`config.mk`:
```
export PLATFORM = sky130hd
export DESIGN_NAME = onehot_seq
export DESIGN_NICKNAME = d
export VERILOG_FILES = /design/src/rtl/onehot_seq.sv
export SDC_FILE = /design/constraint.sdc
export NUM_CORES = 1
export LEC_CHECK = 0
export CORE_AREA = 2 2 39 41
export DETAILED_ROUTE_END_ITERATION = 7
export DIE_AREA = 0 0 41 43
export DONT_BUFFER_PORTS = 1
export MAX_ROUTING_LAYER = met4
export PLACE_DENSITY_LB_ADDON = 0.08
export SYNTH_ARGS = -nofsm -noshare
export SYNTH_HDL_FRONTEND = slang
export SYNTH_SLANG_ARGS = --single-unit
export TNS_END_PERCENT = 10
```
`constraint.sdc`:
```
create_clock -name ck -period 1.4 [get_ports ck]
set_clock_uncertainty 0.2 [all_clocks]
set_input_delay 0.21 -clock ck [delete_from_list [all_inputs] [get_ports ck]]
set_output_delay 0.21 -clock ck [all_outputs]
set_load 0.05 [all_outputs]
```
`src/rtl/onehot_seq.sv`:
```
// onehot_seq: one-hot sequencer with per-state dwell, up/down stepping, load, wrap pulse and illegal-load error pulse; ports ck, r (async active-low), en, dir, load, load_idx -> state, f, wrap, err
module onehot_seq #(
  parameter int N = 4,
  parameter int DWELL = 1,
  localparam int W = (N > 1) ? $clog2(N) : 1,
  localparam int CW = (DWELL > 1) ? $clog2(DWELL) : 1
) (
  input  logic         ck,
  input  logic         r,
  input  logic         en,
  input  logic         dir,
  input  logic         load,
  input  logic [W-1:0] load_idx,
  output logic [N-1:0] state,
  output logic [W-1:0] f,
  output logic         wrap,
  output logic         err
);
  localparam logic [W:0] NW = (W+1)'(N);
  localparam logic [W-1:0] TOP = W'(N - 1);
  localparam logic [CW-1:0] LAST = CW'(DWELL - 1);
  logic [CW-1:0] cnt, ncnt;
  logic [W-1:0] nf, step;
  logic nwrap, nerr;
  assign step = dir ? ((f == '0) ? TOP : f - 1'b1) : ((f == TOP) ? '0 : f + 1'b1);
  always_comb begin
    nf = f;
    ncnt = cnt;
    nwrap = 1'b0;
    nerr = 1'b0;
    if (load) begin
      if ({1'b0, load_idx} < NW) begin
        nf = load_idx;
        ncnt = '0;
      end else nerr = 1'b1;
    end else if (en) begin
      if (cnt == LAST) begin
        ncnt = '0;
        nf = step;
        nwrap = dir ? (f == '0) : (f == TOP);
      end else ncnt = cnt + 1'b1;
    end
  end
  always_ff @(posedge ck or negedge r) begin
    if (!r) begin
      state <= N'(1);
      f <= '0;
      cnt <= '0;
      wrap <= 1'b0;
      err <= 1'b0;
    end else begin
      state <= N'(1) << nf;
      f <= nf;
      cnt <= ncnt;
      wrap <= nwrap;
      err <= nerr;
    end
  end
endmodule
```
=== Word-level counts from Yosys, hierarchy flattened ===
Index checks and enable logic that the tools add are counted.

* Register bits: 8
* Latch bits: 0
* Memory bits (writable): 0
* Memory bits (read-only): 0
* Output and inout bits: 8
* Logic and storage cells: 24
* Memories: 0

* Add/subtract/negate cells: 3
* Multiply operators: 0
* Divide/modulo/power cells: 0
* $lt $le $gt $ge: 0
* Eq/ne operators: 1
* Shift operators: 1
* Muxes and demuxes: 13
* Bitwise operators: 0
* Reduce and logical (&&, ||, !) cells: 2

{| class="wikitable"
|+ Operator list
! cell !! count
|-
| $mux W2 || 6
|-
| $mux W1 || 7
|-
| $shl A1 B2 Y4 const A || 1
|-
| $add A2 B1 Y2 const B || 1
|-
| $eq A2 B2 Y1 const B || 1
|-
| $logic_not A2 Y1 || 1
|-
| $reduce_bool A2 Y1 || 1
|-
| $sub A2 B1 Y2 const B || 1
|-
| $add A1 B1 Y1 const B || 1
|}

=== Depth between registers and ports, before layout ===
Gate-level depths: netlist (run 1).

* Word-level depth: 7
* Depth in mapped cells: 6
* Depth with buffers taken out: 6

=== Worst setup path before layout (run 1) ===
OpenSTA, ideal clock, no wires.

* Path kind: flip-flop to flip-flop
* Start point: reg f[0]
* End point: reg state[3]
* Library setup time: 0.119 ns
* Arrival time: 1.585 ns
* Slack: -0.504 ns
* Stages on the path, launching flop included: 7
* Buffers on the path: 0
* Clock period less this slack: 1.904 ns
* Path through: dfrtp_1 > inv_1 > ha_1 > xor2_1 > mux2i_1 > o21ai_2 > and2_1

* Cells in the longest elaborated chain, start to end: 7
* Elaborated cells between the ends (all ways): 11
* Those cells by class: 2 x add/sub; 1 x eq/ne; 1 x shift; 6 x mux; 1 x reduce/logical

{| class="wikitable"
|+ Ends and longest elaborated chain
! what !! RTL line !! source
|-
| start: declaration || 15 || <nowiki>output logic [W-1:0] f,</nowiki>
|-
| start signal: assignment || 53 || <nowiki>f <= nf;</nowiki>
|-
| $add A2 B1 Y2, or another cell as far along || 25 || <nowiki>assign step = dir ? ((f == '0) ? TOP : f - 1'b1) : ((f == TOP) ? '0 : f + 1'b1);</nowiki>
|-
| $mux W2 || 25 ||
|-
| $mux W2 * || 25 ||
|-
| $mux W2 * || 37 || <nowiki>if (cnt == LAST) begin</nowiki>
|-
| $mux W2 * || 36 || <nowiki>end else if (en) begin</nowiki>
|-
| $mux W2 * || 31 || <nowiki>if (load) begin</nowiki>
|-
| via nf[1] || 23 || <nowiki>logic [W-1:0] nf, step;</nowiki>
|-
| $shl A1 B2 Y4 * || 52 || <nowiki>state <= N'(1) << nf;</nowiki>
|-
| end signal: assignment || 52 ||
|-
| end: declaration || 14 || <nowiki>output logic [N-1:0] state,</nowiki>
|}

The timed path passes the listed nets; every way through them passes the cells marked *.
A chain may end at the register's enable or synchronous reset.

=== Worst setup path in the final report (run 1) ===
* Start point: reg f[0]
* End point: reg state[2]

Same word-level chain as after synthesis.

==> out/metrics.cfg, run 1 <==
[floorplanning]
chipHeight_um = 43
die_x_extent_um = 41
num_rows = 14
die_area_um2 = 1763
coreArea_um2 = 1384
floorplan.initialDensity_pct = 25.23
top_level_ports = 15

[clocking]
cts_max_level = 1
clk_latency_worst_skew_pair_ns = 0.24
clock_sinks = 7
clk_path_buf_depth = 2
clockRootBuffer = sky130_fd_sc_hd__clkbuf_4
tritoncts.num_buffers = 3
tritoncts = done
clkSlewWorstSetupHoldPaths_ns = 0.05

[pwr]
vdd_drop_max_mv = 0.3958
power.total_uw = 675.7
leakage_uw = 0.0002240
pwr_density_cell_nw_per_um2 = 1337

[sta]
fmax_mhz = 612.8
report.final.setup_viol = 6
postLayoutSetupSlackWorst_ns = -0.2319
finalSetupTns_ns = -1.061
time_the_final_worst_path_needs_with_i_o_delays_and_setup_ns = 1.632
unrepaired_setup_endpoints_after_global_routing = true
timing_max_transition_violations_final = 0
final_report_hold_violation_count = 0
post-route-period-util_pct = 116.6

[finish]
multiInputGateArea_um2 = 185.2
area_delta_synth_final_pct = 44.80
seqCellArea_um2 = 178.9
fillers = 140
finalNetCount = 53
antennaDiodeCount = 0
stdcell_area_um2 = 505.5
fraction_of_final_layout_cells_with_drive_strength_greater_than_1_pct = 44.19

[setup_path]
path_class = reg2reg
rr_worst_depth = 6
critical_path.reg2reg.startpoint = f[0]
setup.worst_path.end_class = register
timing.critical_path.arrival_ns = 1.55
worst_endpoint_required_time_ns = 1.32
worstReg2RegEnd = state[2]
setup.reg_to_reg.worst_slack_ns = -0.23
element_type_at_the_critical_path_start = register
timing.critical_path.fanout_max = 5

[placement]
dpl_cell_area_um2 = 401.6
dp_hpwl_um = 530.4
place.gp.congestion = 0.5646
port_buffers = 0

[synthesis]
syn-cell-area_um2 = 349.1
netlist-cell-type-count = 17
netlist.area_leader.share_pct = 43.01
synth_top_cell_by_area = sky130_fd_sc_hd__dfrtp_1
cell_count_after_synthesis = 30
ffs_w_async_s_r_synth_pct = 100.0
post_synth.cell_area_avg_um2 = 11.64
synthesis.yosys.warnings = 0
netlist_top_cells_area = sky130_fd_sc_hd__dfrtp_1 (43%), sky130_fd_sc_hd__o41ai_4 (7.9%), sky130_fd_sc_hd__dfstp_2 (7.5%), sky130_fd_sc_hd__ha_1 (7.2%), sky130_fd_sc_hd__mux2i_1 (5.7%)
dominantRegCellSynth = sky130_fd_sc_hd__dfrtp_1
synth_fp_nets = 39
synth_edf_count = 0
ys_seq_elements = 7
synth_sequential_area_ratio_pct = 50.54

[global_route]
first_global_vias = 250
grt-ovfl-total = 0
wire_length_of_the_first_global_routing_pass_um = 1035
antenna_found_initial = 0
pin_count_of_the_biggest_net_entering_global_routing = 8
grtUsageTotal_pct = 9.875

[detailed_routing]
routed.top_layer = met3
routedWlPerCell_um = 12.47
vias = 246
wl_met3_um = 49
final_antenna_net_count = 0
route.detailed.vias_per_inst = 4.169
detailedRoute.firstIterationViolations = 1
route.met2.wl_um = 397
drt_first_pass_iters = 4
met1Wirelength_um = 289
postRouteWirelength_um = 736
post-route-drc-count = 0

[hold_path]
hp-start = dir
worst_hold_path.endpoint = wrap
whs_path_depth = 2
min_path_type = in2reg

[run]
drv_cap = 0

[status]
violated_checks = setup timing
status = complete, but fails checks

-- state kept, by name, indices dropped and copies added, names as in the netlist --
register,cells
state,4
f,2
wrap,1
-- stage by stage --
stage | hold slack (ns) | std cells | util, % | setup slack [ns]
CTS | 0.04858 | 58 | 35.99 | -0.2652
global route | 0.05646 | 59 | 36.53 | -0.3518
detailed placement | -0.2854 | 48 | 29.02 | -0.2599
finish | 0.03789 | 59 | 36.53 | -0.2319
global placement | -0.2854 | 48 | 29.02 | -0.2344
floorplan | -0.2856 | 30 | - | -0.2983
-- final cells by class --
class,count,area share [%]
Multi-Input combinational cell,20,36.63
Tap cell,16,3.960
Inverter,2,1.485
Timing Repair Buffer,10,17.33
Sequential cell,7,35.40
Clock buffer,4,5.198
-- worst max path at each step --
stage	start	endpoint	slack, ns	cells past startpoint
floorplan	f[0]	state[2]	-0.30	6
global placement	f[1]	state[1]	-0.23	5
detailed placement	f[0]	state[1]	-0.26	5
CTS	f[1]	state[3]	-0.27	5
global route	f[0]	state[2]	-0.35	6
finish	f[0]	state[2]	-0.23	6
-- power by group --
group | switching (µW) | internal [µW] | total (µW)
combinational | 98.8 | 81.8 | 181
clock | 67.2 | 108 | 175
sequential | 86.3 | 233 | 320
total | 252 | 423 | 676
-- cell families after synthesis --
group	count (synthesis)	synth area share, %
compound gates	3	12.91
xor+xnor	1	2.509
fa+ha+maj	2	7.167
buf+inv	3	4.303
flops	7	50.54
mux	2	5.735
other cells	1	1.074
simple gates	11	15.77
-- cell usage after synthesis (all sizes together), types with 2 or more instances --
master / n
dfrtp: 6
nand2: 3
mux2i: 2
nor2: 3
inv: 2
nor2b: 2
ha: 2
-- worst max-delay path, cell delays in order (launching register included) --
cell,delay (ns)
sky130_fd_sc_hd__dfrtp_2,0.44
sky130_fd_sc_hd__inv_2,0.08
sky130_fd_sc_hd__ha_4,0.20
sky130_fd_sc_hd__xor2_1,0.15
sky130_fd_sc_hd__mux2i_1,0.17
sky130_fd_sc_hd__o21ai_2,0.12
sky130_fd_sc_hd__nor2b_1,0.14
-- layout by cell type, fill, tap and decap left out --
cell type | netlist | routed
sky130_fd_sc_hd__dlygate4sd3_1 | 0 | 5
sky130_fd_sc_hd__buf_4 | 1 | 5
sky130_fd_sc_hd__dfrtp_1 | 6 | 4
sky130_fd_sc_hd__nor2_1 | 3 | 3
sky130_fd_sc_hd__clkbuf_4 | 0 | 3
sky130_fd_sc_hd__inv_2 | 0 | 2
sky130_fd_sc_hd__nand2_1 | 3 | 2
sky130_fd_sc_hd__mux2i_1 | 2 | 2
sky130_fd_sc_hd__nor2b_1 | 2 | 2
sky130_fd_sc_hd__ha_4 | 0 | 2
sky130_fd_sc_hd__dfrtp_2 | 0 | 2
sky130_fd_sc_hd__nand2_2 | 0 | 1
sky130_fd_sc_hd__nand2b_1 | 1 | 1
sky130_fd_sc_hd__a21oi_2 | 1 | 1
sky130_fd_sc_hd__o41ai_4 | 1 | 1
sky130_fd_sc_hd__xor2_1 | 1 | 1
sky130_fd_sc_hd__o21ai_2 | 1 | 1
sky130_fd_sc_hd__and2_1 | 1 | 1
sky130_fd_sc_hd__nor3b_1 | 1 | 1
sky130_fd_sc_hd__conb_1 | 1 | 1
sky130_fd_sc_hd__clkbuf_1 | 0 | 1
sky130_fd_sc_hd__dfstp_2 | 1 | 1
-- timing repair --
action                                  CTS  global route
resized for setup                         2             0
hold endpoints to repair                 13             0
hold buffers                              5             0
endpoints found under the setup margin    6             6
setup buffers                             1             1
pin swaps                                 8             3
cloned                                    0             0
-- routing by layer --
metal  track usage, %  vias up
li1                 -      119
met1            9.635      119
met2            15.00        8
met3            3.141        0
met4            8.000        0
met5                -        -
Note: power is estimated with default switching activity, not from simulation.
==> run 2, diff against run 1 <==
ABC_AREA = 1   (was unset)
BUFFER_PORTS_ARGS = -buffer_cell sky130_fd_sc_hd__buf_2   (was unset)
DONT_BUFFER_PORTS = unset   (was 1)
GPL_ROUTABILITY_DRIVEN = 0   (was unset)
==> out/metrics.cfg, run 2 <==
[status]
status = finished clean

[finish]
final-instance-count-excl-fill = 79  ; +34%
fraction_of_final_layout_cells_with_drive_strength_greater_than_1_pct = 50.79  ; +6.6 points
finalNetCount = 73  ; +38%
final_cell_mix = sky130_fd_sc_hd__buf_2 (11), sky130_fd_sc_hd__nand2_1 (8), sky130_fd_sc_hd__inv_2 (5), sky130_fd_sc_hd__inv_1 (5)
antennaDiodeCount = 0  ; unchanged
fillers = 147  ; +5.0%
finalCoreUtilization_pct = 37.43  ; +0.90 points
reg.largest.list = state x4, f x2, wrap x1
final_common_cell = sky130_fd_sc_hd__buf_2
largest_register_ff_count = 4  ; unchanged
area_delta_synth_final_pct = 46.81
largest_register = state

[synthesis]
synth_sequential_area_ratio_pct = 50.00  ; -0.54 points
syn-cell-area_um2 = 352.8  ; +1.1%
netlist_top_cells_area = sky130_fd_sc_hd__dfrtp_1 (43%), sky130_fd_sc_hd__nand2_1 (8.5%), sky130_fd_sc_hd__dfstp_2 (7.4%), sky130_fd_sc_hd__ha_1 (7.1%), sky130_fd_sc_hd__nand2_2 (7.1%)
synth_fp_nets = 52  ; +33%
post_synth.cell_area_avg_um2 = 8.206  ; -29%
yosys.cell_count.top_type = sky130_fd_sc_hd__nand2_1
synth_top_cell_by_area = sky130_fd_sc_hd__dfrtp_1
netlist.area_leader.share_pct = 42.55  ; -0.46 points
cell_count_after_synthesis = 43  ; +43%
synth_common_cells = sky130_fd_sc_hd__nand2_1 (8), sky130_fd_sc_hd__dfrtp_1 (6), sky130_fd_sc_hd__inv_1 (6)
ys_seq_elements = 7  ; unchanged
synth_edf_count = 0  ; unchanged
ffs_w_async_s_r_synth_pct = 100.0  ; unchanged
synthesis.yosys.warnings = 0  ; unchanged
dominantRegCellSynth = sky130_fd_sc_hd__dfrtp_1
netlist-cell-type-count = 13  ; -4

[clocking]
clkSlewWorstSetupHoldPaths_ns = 0.05  ; about the same
tritoncts.num_buffers = 3  ; unchanged
clk_latency_worst_skew_pair_ns = 0.25  ; about the same
clk_path_buf_depth = 2  ; unchanged
clock_sinks = 7  ; unchanged
cts_max_level = 1  ; unchanged
postCtsSetupBuffers = 0  ; -1
clockRootBuffer = sky130_fd_sc_hd__clkbuf_4
tritoncts = done

[hold_path]
hp-start = dir
min_path_type = in2reg
whs_path_depth = 3  ; +1

[floorplanning]
top_level_ports = 15  ; unchanged
chipHeight_um = 43  ; unchanged
coreArea_um2 = 1384  ; unchanged
num_rows = 14  ; unchanged
die_area_um2 = 1763  ; unchanged
die_x_extent_um = 41  ; unchanged
floorplan.initialDensity_pct = 25.50  ; +0.27 points

[detailed_routing]
route.detailed.vias_per_inst = 4.025  ; -3.5%
drt_first_pass_iters = 2  ; -2
postRouteWirelength_um = 672  ; -8.7%
final_antenna_net_count = 0  ; unchanged
post-route-drc-count = 0  ; unchanged
vias = 318  ; +29%
detailedRoute.firstIterationViolations = 1  ; unchanged
routedWlPerCell_um = 8.506  ; -32%

[setup_path]
worst_endpoint_required_time_ns = 1.39  ; +0.07 ns
crit_slowest_cell = sky130_fd_sc_hd__dfrtp_2
timing.critical_path.cells = inv_2 > ha_4 > inv_1 > nand2_1 > nand3_1 > nand2_1 > nand2_2 > inv_2 > nor2_2
worst_setup_path_startpoint = f[1]
timing.critical_path.slowest_cell_delay_ns = 0.42  ; -0.02 ns
path_class = reg2reg
critical_path.reg2reg.startpoint = f[1]
timing.critical_path.arrival_ns = 1.38  ; -0.17 ns
path_depth = 9  ; +3
element_type_at_the_critical_path_start = register
rr_worst_depth = 9  ; +3
cpLargestDelayFamily = flip-flops
setup.worst_path.end_class = register
timing.critical_path.fanout_max = 4  ; -1
crit_buf_inv = 3  ; +2

[sta]
timing_max_transition_violations_final = 0  ; unchanged
time_the_final_worst_path_needs_with_i_o_delays_and_setup_ns = 1.387  ; -0.2450 ns
unrepaired_setup_endpoints_after_global_routing = true
finalSetupTns_ns = 0  ; +1.061 ns
post-route-period-util_pct = 99.07  ; -17 points
postLayoutSetupSlackWorst_ns = 0.01303  ; +0.2450 ns
final_report_hold_violation_count = 0  ; unchanged
report.final.setup_viol = 0  ; -6
fmax_mhz = 721.0  ; +18%

[global_route]
wire_length_of_the_first_global_routing_pass_um = 1200  ; +16%
pin_count_of_the_biggest_net_entering_global_routing = 8  ; unchanged
grt-ovfl-total = 0  ; unchanged
grtUsageTotal_pct = 11.00  ; +1.1 points
antenna_found_initial = 0  ; unchanged
first_global_vias = 322  ; +29%

[run]
drv_cap = 0  ; unchanged

[pwr]
leakage_uw = 0.0002917  ; +30%
vdd_drop_max_mv = 0.6094  ; +54%
pwr_density_cell_nw_per_um2 = 1228  ; -8.2%

[placement]
port_buffers = 13  ; +13
dp_hpwl_um = 562.8  ; +6.1%
number_of_cells_in_the_design_after_placement = 73  ; +52%
detailedPlace.worstSlack_ns = -0.02373  ; +0.2362 ns

[run 2: cell count changes after synthesis, sizes merged, moves of 2 or more]
cell,delta
mux2i,-2
nor2b,-2
nand2,+9
inv,+8
a21oi,+3
[run 2: layer usage]
metal  GRT usage [%]  up-vias  part of all wire (%)
met5               -        -                     0
met4           4.000        0                  0.60
met3           7.853        2                    10
met2           17.19       10                    53
met1           9.901      143                    37
li1                -      163                     -
[run 2: final cells by class]
| class | instances | area [µm²] | share of cell area (%) |
|---|---|---|---|
| clock buffer | 4 | 26.28 | 5.072 |
| tap | 16 | 20.02 | 3.865 |
| timing repair buffer | 17 | 108.9 | 21.01 |
| inverter | 10 | 37.54 | 7.246 |
| multi-input combinational | 25 | 146.4 | 28.26 |
| sequential | 7 | 178.9 | 34.54 |
[run 2: final timing paths]
check                            to  slack (ns)
max                        state[0]        0.01
min                            wrap        0.05
max reg2reg                state[0]        0.01
min reg2reg                    wrap        0.52
max in group asynchronous  state[0]        0.66
min in group asynchronous      wrap        0.11
[run 2: repair_timing]
action | CTS | global route
hold buffers | 2 | 0
endpoints found under the hold margin | 8 | 0
setup endpoints to repair | 3 | 5
gates resized for setup | 4 | 0
pin swaps | 1 | 2
[run 2: report_power, final]
part	switching [µW]	total (µW)	internal [µW]
Sequential	9.61	236	227
Combinational	147	217	69.5
Clock	74.1	183	109
[run 2: cell families (layout without fill, tap and decap cells)]
logic type / count (synthesis) / after routing / synth area share (%)
simple gates: 17 / 17 / 21.27
buf+inv: 11 / 31 / 12.77
flops: 7 / 7 / 50.00
compound gates: 5 / 5 / 7.802
fa+ha+maj: 2 / 2 / 7.091
other cells: 1 / 1 / 1.063
[run 2: worst min-delay path, stage by stage]
cell	delay, ns
sky130_fd_sc_hd__buf_2	0.12
sky130_fd_sc_hd__nand2_1	0.07
sky130_fd_sc_hd__a211oi_1	0.06
[run 2: stage by stage]
| stage | hold slack, ns | area [µm²] | total power [µW] |
|---|---|---|---|
| 2_1_floorplan | -0.2856 | 367.9 | 390.0 |
| 3_3_place_gp | -0.1451 | 460.4 | 448.9 |
| 3_5_place_dp | -0.1531 | 460.4 | 447.3 |
| 4_1_cts | 0.05118 | 518.0 | 648.3 |
| 5_1_grt | 0.07160 | 518.0 | 681.2 |
| 6_report | 0.05293 | 518.0 | 635.9 |
==> run 3, diff against run 2 <==
GPL_TIMING_DRIVEN = 0   (was unset)
==> out/metrics.cfg, run 3 (synthesized netlist as in run 2, its figures left out) <==
[global_route]
pin_count_of_the_biggest_net_entering_global_routing = 8  ; unchanged
antenna_found_initial = 0  ; unchanged
first_global_vias = 312  ; -3.1%
grtUsageTotal_pct = 10.67  ; -0.32 points
grt-ovfl-total = 0  ; unchanged
wire_length_of_the_first_global_routing_pass_um = 1186  ; -1.2%

[clocking]
tritoncts.num_buffers = 3  ; unchanged
clkSlewWorstSetupHoldPaths_ns = 0.05  ; about the same
clockRootBuffer = sky130_fd_sc_hd__clkbuf_4
clock_sinks = 7  ; unchanged
tritoncts = done
cts_max_level = 1  ; unchanged
clk_latency_worst_skew_pair_ns = 0.25  ; about the same
clk_path_buf_depth = 2  ; unchanged

[run]
drv_cap = 0  ; unchanged

[detailed_routing]
postRouteWirelength_um = 659  ; -1.9%
detailedRoute.firstIterationViolations = 2  ; +1
drt_first_pass_iters = 2  ; unchanged
routedWlPerCell_um = 8.342  ; -1.9%
route.detailed.vias_per_inst = 3.962  ; -1.6%
post-route-drc-count = 0  ; unchanged
final_antenna_net_count = 0  ; unchanged
vias = 313  ; -1.6%

[floorplanning]
coreArea_um2 = 1384  ; unchanged
num_rows = 14  ; unchanged
top_level_ports = 15  ; unchanged
die_x_extent_um = 41  ; unchanged
chipHeight_um = 43  ; unchanged
die_area_um2 = 1763  ; unchanged
floorplan.initialDensity_pct = 25.50  ; unchanged

[finish]
finalNetCount = 73  ; unchanged
seqCellArea_um2 = 178.9  ; unchanged
largest_register = state
fraction_of_final_layout_cells_with_drive_strength_greater_than_1_pct = 58.73  ; +7.9 points
multiInputGateArea_um2 = 163.9  ; +12%
fillers = 156  ; +6.1%
antennaDiodeCount = 0  ; unchanged
final_cell_mix = sky130_fd_sc_hd__buf_2 (12), sky130_fd_sc_hd__inv_2 (6), sky130_fd_sc_hd__nand2_1 (6), sky130_fd_sc_hd__nand2_2 (5)
area_delta_synth_final_pct = 50.00
reg.largest.list = state x4, f x2, wrap x1
final_common_cell = sky130_fd_sc_hd__buf_2
largest_register_ff_count = 4  ; unchanged

[setup_path]
path_class = reg2reg
setup.worst_path.end_class = register
timing.critical_path.arrival_ns = 1.33  ; -0.05 ns
critical_path.reg2reg.startpoint = f[1]
worst_setup_path_startpoint = f[1]
element_type_at_the_critical_path_start = register
worst_endpoint_required_time_ns = 1.35  ; -0.04 ns
timing.critical_path.fanout_max = 4  ; unchanged
setup.reg_to_reg.worst_slack_ns = 0.02  ; about the same

[hold_path]
hp-start = dir
min_path_type = in2reg

[status]
status = finished clean

[pwr]
pwr_density_cell_nw_per_um2 = 1203  ; -2.0%
leakage_uw = 0.0002937  ; +0.70%
vdd_drop_max_mv = 0.4588  ; -25%

[sta]
fmax_mhz = 722.8  ; +0.25%
report.final.setup_viol = 0  ; unchanged
whs_ns = 0.05161  ; -0.001314 ns
post-route-period-util_pct = 98.82  ; -0.25 points
time_the_final_worst_path_needs_with_i_o_delays_and_setup_ns = 1.383  ; -0.003501 ns
timing_max_transition_violations_final = 0  ; unchanged
postLayoutSetupSlackWorst_ns = 0.01653  ; +0.003501 ns
finalSetupTns_ns = 0  ; unchanged
unrepaired_setup_endpoints_after_global_routing = true
final_report_hold_violation_count = 0  ; unchanged

[placement]
detailedPlace.worstSlack_ns = -0.03112  ; -0.007392 ns
dp_hpwl_um = 524.4  ; -6.8%
port_buffers = 13  ; unchanged

-- run 3: cell counts in the layout (fill, tap and decap cells not counted) --
Identical to the previous run, type by type.
-- run 3: layer usage --
metal	global-route usage, %	vias up	wire length [µm]
met5	-	-	0
met4	2.000	0	0
met3	9.424	0	71
met2	14.37	10	306
met1	11.84	138	280
li1	-	165	-
-- run 3: path summary, 6_finish.rpt --
| check | end | cells past startpoint |
|---|---|---|
| worst max-delay path | state[1] | 8 |
| worst min register to register | state[0] | 5 |
| max in group asynchronous | state[0] | 2 |
| worst max register to register | state[1] | 8 |
| worst min-delay path | wrap | 3 |
| min in group asynchronous | wrap | 2 |
-- run 3: final cells by class --
class / count / share of cell area [%]
sequential: 7 / 33.81
clock buffer: 4 / 4.965
tap: 16 / 3.783
timing repair buffer: 16 / 17.97
buffer: 1 / 1.418
multi-input combinational: 25 / 30.97
inverter: 10 / 7.092
-- run 3: report_power, final --
group          internal [µW]  switching (µW)
clock network            108            70.2
registers                227            9.74
logic                   68.6             153
-- run 3: through the flow --
stage | util, % | total power (µW) | cells | area [µm²]
finish | 38.25 | 636.8 | 79 | 529.3
global route | 38.25 | 690.3 | 79 | 529.3
CTS | 36.98 | 640.9 | 79 | 511.7
detailed placement | 32.73 | 437.6 | 72 | 452.9
global placement | 32.73 | 439.6 | 72 | 452.9
floorplan | - | 390.0 | 43 | 367.9
-- run 3: critical path, stage by stage, from the launching register on --
cell                      delay [ns]
sky130_fd_sc_hd__dfrtp_2        0.42
sky130_fd_sc_hd__inv_2          0.07
sky130_fd_sc_hd__ha_4           0.20
sky130_fd_sc_hd__nand2_1        0.07
sky130_fd_sc_hd__nand3_2        0.08
sky130_fd_sc_hd__nand2_2        0.08
sky130_fd_sc_hd__nand2_4        0.07
sky130_fd_sc_hd__nand2_2        0.06
sky130_fd_sc_hd__inv_2          0.03
-- run 3: repair_timing --
action / 4_1_cts / 5_1_grt
hold endpoints to repair: 8 / 0
setup buffers: 1 / 0
pin swaps: 1 / 2
hold buffers: 2 / 0
gates resized for setup: 2 / 6
setup endpoints to repair: 5 / 5
